[src/rtl/fetch_unit.sv]
// fetch_unit: single-outstanding instruction fetch stage.
// Issues one word-aligned read at a time, holds the returned word for decode
// until it is accepted, and handles redirects that arrive while a read is in
// flight by dropping the stale response (DROP state).
// Optional build macro: FETCH_CNT_EN adds a 32-bit accepted-instruction counter.
module fetch_unit #(
    parameter logic [31:0] RESET_PC = 32'h0000_0000
) (
    input  logic        clk,
    input  logic        rst,
    output logic        imem_req,
    output logic [31:0] imem_addr,
    input  logic        imem_ack,
    input  logic [31:0] imem_rdata,
    input  logic        redirect,
    input  logic [31:0] redirect_target,
    output logic        dec_valid,
    input  logic        dec_ready,
    output logic [31:0] dec_instr,
    output logic [31:0] dec_pc,
    output logic [24:0] dec_imm,
    output logic [6:0]  dec_opcode
`ifdef FETCH_CNT_EN
    ,
    output logic [31:0] fetch_cnt
`endif
);

    typedef enum logic [1:0] {
        S_REQ,
        S_VALID,
        S_DROP
    } state_t;

    localparam logic [31:0] NOP      = 32'h0000_0013;
    localparam logic [31:0] ALIGN    = 32'hFFFF_FFFC;
    localparam logic [31:0] RESET_PA = RESET_PC & ALIGN;

    state_t      state, state_nxt;
    logic [31:0] pc, pc_nxt;
    logic [31:0] drop_addr;    // address of the read being drained in DROP
    logic [31:0] ir;
    logic [31:0] ir_pc;
    logic [31:0] target;
    logic        load_ir;
    logic        load_drop;

    assign target     = redirect_target & ALIGN;
    assign dec_instr  = ir;
    assign dec_pc     = ir_pc;
    assign dec_imm    = ir[31:7];
    assign dec_opcode = ir[6:0];

    // Next-state, next-pc and handshake outputs.
    always_comb begin
        // NOTE: every output of this block gets a default first so no path leaves it unassigned, which would infer a latch.
        state_nxt = state;
        pc_nxt    = pc;
        load_ir   = 1'b0;
        load_drop = 1'b0;
        imem_req  = 1'b0;
        imem_addr = pc;
        dec_valid = 1'b0;
        case (state)
            S_REQ: begin
                imem_req = ~rst;
                if (redirect) begin
                    pc_nxt = target;
                    if (!imem_ack) begin
                        // Read still outstanding: keep its address on the bus until it returns.
                        load_drop = 1'b1;
                        state_nxt = S_DROP;
                    end
                end else if (imem_ack) begin
                    load_ir   = 1'b1;
                    state_nxt = S_VALID;
                end
            end
            S_VALID: begin
                dec_valid = ~rst;
                // Redirect has priority over a same-cycle acceptance.
                if (redirect) begin
                    pc_nxt    = target;
                    state_nxt = S_REQ;
                end else if (dec_ready) begin
                    pc_nxt    = pc + 32'd4;
                    state_nxt = S_REQ;
                end
            end
            S_DROP: begin
                imem_req  = ~rst;
                imem_addr = drop_addr;
                if (redirect) begin
                    pc_nxt = target;
                end
                if (imem_ack) begin
                    state_nxt = S_REQ;
                end
            end
            default: state_nxt = S_REQ;
        endcase
    end

    // State register and fetch datapath; reset wins over every other input.
    always_ff @(posedge clk) begin
        // NOTE: sequential state uses non-blocking assignments so all registers update from pre-edge values.
        if (rst) begin
            state     <= S_REQ;
            pc        <= RESET_PA;
            drop_addr <= RESET_PA;
            ir        <= NOP;
            ir_pc     <= RESET_PA;
        end else begin
            state <= state_nxt;
            pc    <= pc_nxt;
            if (load_drop) begin
                drop_addr <= pc;
            end
            if (load_ir) begin
                ir    <= imem_rdata;
                ir_pc <= pc;
            end
        end
    end

`ifdef FETCH_CNT_EN
    // Count instructions accepted by decode.
    always_ff @(posedge clk) begin
        if (rst) begin
            fetch_cnt <= 32'd0;
        end else if (dec_valid && dec_ready) begin
            fetch_cnt <= fetch_cnt + 32'd1;
        end
    end
`else
    // Counter not built: no fetch_cnt port and no counter state.
`endif

endmodule

[config.mk]
export PLATFORM = sky130hd
export DESIGN_NAME = fetch_unit
export DESIGN_NICKNAME = d
export VERILOG_FILES = /design/src/rtl/fetch_unit.sv
export SDC_FILE = /design/constraint.sdc
export NUM_CORES = 1
export LEC_CHECK = 0
export CELL_PAD_IN_SITES_DETAIL_PLACEMENT = 0
export CELL_PAD_IN_SITES_GLOBAL_PLACEMENT = 2
export CORE_MARGIN = 5
export CORE_UTILIZATION = 25
export DETAILED_ROUTE_END_ITERATION = 12
export HOLD_SLACK_MARGIN = 0.15
export PLACE_DENSITY_LB_ADDON = 0.25
export SYNTH_ARGS = -nofsm -noshare
export SYNTH_HDL_FRONTEND = slang
export SYNTH_SLANG_ARGS = --single-unit
[constraint.sdc]
create_clock -name clk -period 2.14 [get_ports clk]
set_input_delay 0.214 -clock clk [delete_from_list [all_inputs] [get_ports clk]]
set_output_delay 0.214 -clock clk [all_outputs]
set_load 0.01 [all_outputs]
==> run_results.csv, run 1 <==
group,metric,value,unit
finish,post_layout_nonfiller_instances,1284,
run,cap_violations,0,
timing,fin_tns_setup,0,ns
clocking,path_clk_slew,0.06,ns
pwr,powerDensity,710,mW/mm^2
clocking,cts-root-buf,"clkbuf_16",
hold_path,hold_path_depth,3,
yosys,ys_ff_latch,124,
run_status,outcome,"finished, final reports clean",
finish,area_growth,49.3,%
placed_design,hpwl,14.6,mm
routing,initialDrtViolationCount,282,
worst_setup_path,rrSetupSlack,0.15,ns
routing,ant_nets,0,
routing,routedWlPerCell,16.8,um
global_routing,grt_pass1_wl,32.8,mm
worst_setup_path,r2r-end,"pc[23]",
finish,final_cell_mix,"nand2_1, clkdlybuf4s50_1, dfxtp_1",
clocking,clkLatencyLatePin,0.42,ns
timing,timing.fmax,0.487,GHz
yosys,synth_top_area_cell,"dfxtp_1",
timing,min_period,2.05,ns
die,rows,56,
pwr,leakagePower,0.00334,uW
worst_setup_path,arrival,1.84,ns
yosys,synth_edf_count,0,
yosys,synth_top_family_by_area,"simple AND/OR/NAND/NOR gates",
worst_setup_path,crit_path_start_kind,"register",
clocking,cts_buffers,17,
routing,num_vias,5840,
clocking,cts_tree,"yes",
timing,fin_skew,0.0128,ns
timing,period_share,96.0,%
yosys,synth-xor-area-share,0,%
hold_path,holdPathEnd,"dec_instr[21]",
die,start_util,25.5,%
yosys,synth.distinct_cells,55,
yosys,yosysTopAreaCellShare,41.2,%
yosys,syn_inst,778,
worst_setup_path,path_max_fanout,15,
die,die_y,165,um
finish,nNetsFinal,1021,
global_routing,track_usage,15.5,%
routing,drc,0,
yosys,synth_ff_type,"dfxtp_1",
hold_path,worstHoldPathType,"in2reg",
yosys,synthAdderAreaFrac,0.208,%
yosys,muxShareOfSynthArea,6.69,%
global_routing,grt_max_degree,97,
placed_design,gp_congestion,0.785,
timing,rsz0062_at_grt,"false",
finish,final_layout_size_suffix_gt1_share,14.9,%
yosys,synth_area,0.00602,mm^2
die,die_x,165,um
routing,wirelength,21.6,mm
placed_design,port_buffers,192,
timing,maxSlewViolCount,0,
yosys,synthSimpleGateAreaFrac,24.3,%
die,pin_count,199,
placed_design,dpl.cell_count,1248,
yosys,ys_warn_count,0,
timing,holdWs,0.340,ns
yosys,synthArstFlopShare,0,%
global_routing,grt_pass1_vias,5618,
yosys,synth_compound_area_share,18.3,%
die,die_area,0.0273,mm^2
yosys,yosys-top-cells-area,"dfxtp_1, nand2_1, a21oi_1, mux2_2, buf_4",
die,core,0.0236,mm^2
finish,layout_commonest_cell,"nand2_1",
worst_setup_path,crit_type,"reg2out",
timing,hold_viol_final,0,
clocking,htreeDepth,4,
timing,finalSetupViolCount,0,
routing,drt-pass1-iter-count,4,
worst_setup_path,reg2reg_from,"pc[5]",
pwr,irDropWorstVdd,0.406,mV
worst_setup_path,cp-end-kind,"primary output",
worst_setup_path,cp.required,1.93,ns
worst_setup_path,r2r_cells,5,
global_routing,antenna_found_initial,1,
routing,viasPerCell,4.55,
hold_path,hp-start,"imem_rdata[21]",
yosys,syn_area_per_cell,7.74,um^2
yosys,synth-seq-area-share,41.2,%
global_routing,grt-ovfl-total,0,
clocking,cts_num_sinks,124,
pwr,power.total,6380,uW
clocking,clockBufferDepth,2,
worst max-delay path by stage:
| stage | startpoint | end | slack [ns] | cells after the start |
|---|---|---|---|---|
| final | state[0] | imem_addr[19] | 0.09 | 4 |
| after CTS | state[0] | imem_addr[23] | 0.03 | 5 |
| after global routing | state[0] | imem_addr[19] | 0.02 | 4 |
| after floorplan | pc[2] | pc[28] | 0.24 | 6 |
| after detailed placement | redirect | pc[20] | 0.13 | 7 |
| after global placement | redirect | pc[20] | 0.14 | 7 |
worst max-delay path: stages, from the launching register on:
cell and delay [ns]:
dfxtp_1 0.35, nand2b_4 0.22, buf_12 0.18, mux2_2 0.36, dlygate4sd2_1 0.29
routing by layer:
| metal | GRT usage, % | share of wire, % |
|---|---|---|
| met1 | 21.2 | 48 |
| met2 | 24.0 | 45 |
| met3 | 4.24 | 6.7 |
| met4 | 4.31 | 1.0 |
| met5 | 0 | 0 |
repair_timing:
item                                    CTS  global route
endpoints found under the setup margin   30             2
hold endpoints to repair                  4             0
hold buffers                              1             0
cloned                                    1             0
setup buffers                             1             0
resized for setup                        34             2
stage by stage:
stage | setup WS, ns | utilization, % | cell area (um^2)
6_report | 0.0864 | 38.1 | 8990
5_1_grt | 0.0175 | 38.1 | 8990
4_1_cts | 0.0330 | 38.1 | 8990
3_5_place_dp | 0.130 | 35.5 | 8380
3_3_place_gp | 0.145 | 35.5 | 8380
2_1_floorplan | 0.237 | - | 6030
where the power goes:
group | total, uW | internal [uW] | switching, uW
clock network | 2890 | 1740 | 1150
registers | 2480 | 2410 | 73.7
logic | 1010 | 513 | 494
registers in the layout (all words and copies together) (netlist names):
| register | flops |
|---|---|
| drop_addr | 30 |
| dec_instr | 32 |
| state | 2 |
| dec_pc | 30 |
| pc | 30 |
kinds of logic (layout without fill, tap and decap cells):
logic type	count (synthesis)	count (layout)
flops	124	124
buf+inv	108	291
fa+ha+maj	1	1
simple gates	323	323
other cells	1	5
mux	36	36
compound gates	185	185
area by class of cell:
| class | count | area (um^2) |
|---|---|---|
| Antenna cell | 1 | 2.50 |
| Inverter | 4 | 15.0 |
| Multi-Input combinational cell | 549 | 3010 |
| Sequential cell | 124 | 2480 |
| Timing Repair Buffer | 255 | 2490 |
| Clock inverter | 14 | 146 |
| Tap cell | 319 | 399 |
| Fill cell | 2486 | 14600 |
| Clock buffer | 18 | 439 |
synth_stat cells (all sizes together), types with 6 or more instances:
master	number
mux2	34
a31oi	7
nand3	15
nand4	10
nor4	7
nand2	216
o21ai	13
clkbuf	56
dfxtp	124
a32oi	6
o32ai	6
buf	48
nor3	9
nand2b	9
nor2	29
a21oi	112
(Power assumes the default switching activity.)
==> run 2, diff against run 1 <==
--- a/config.mk
+++ b/config.mk
@@ -5,6 +5,7 @@
 export SDC_FILE = /design/constraint.sdc
 export NUM_CORES = 1
 export LEC_CHECK = 0
+export CAP_MARGIN = 10
 export CELL_PAD_IN_SITES_DETAIL_PLACEMENT = 0
 export CELL_PAD_IN_SITES_GLOBAL_PLACEMENT = 2
 export CORE_MARGIN = 5
==> results of run 2 <==
Same layout as run 1: the final DEF is identical, and so are final timing and power.
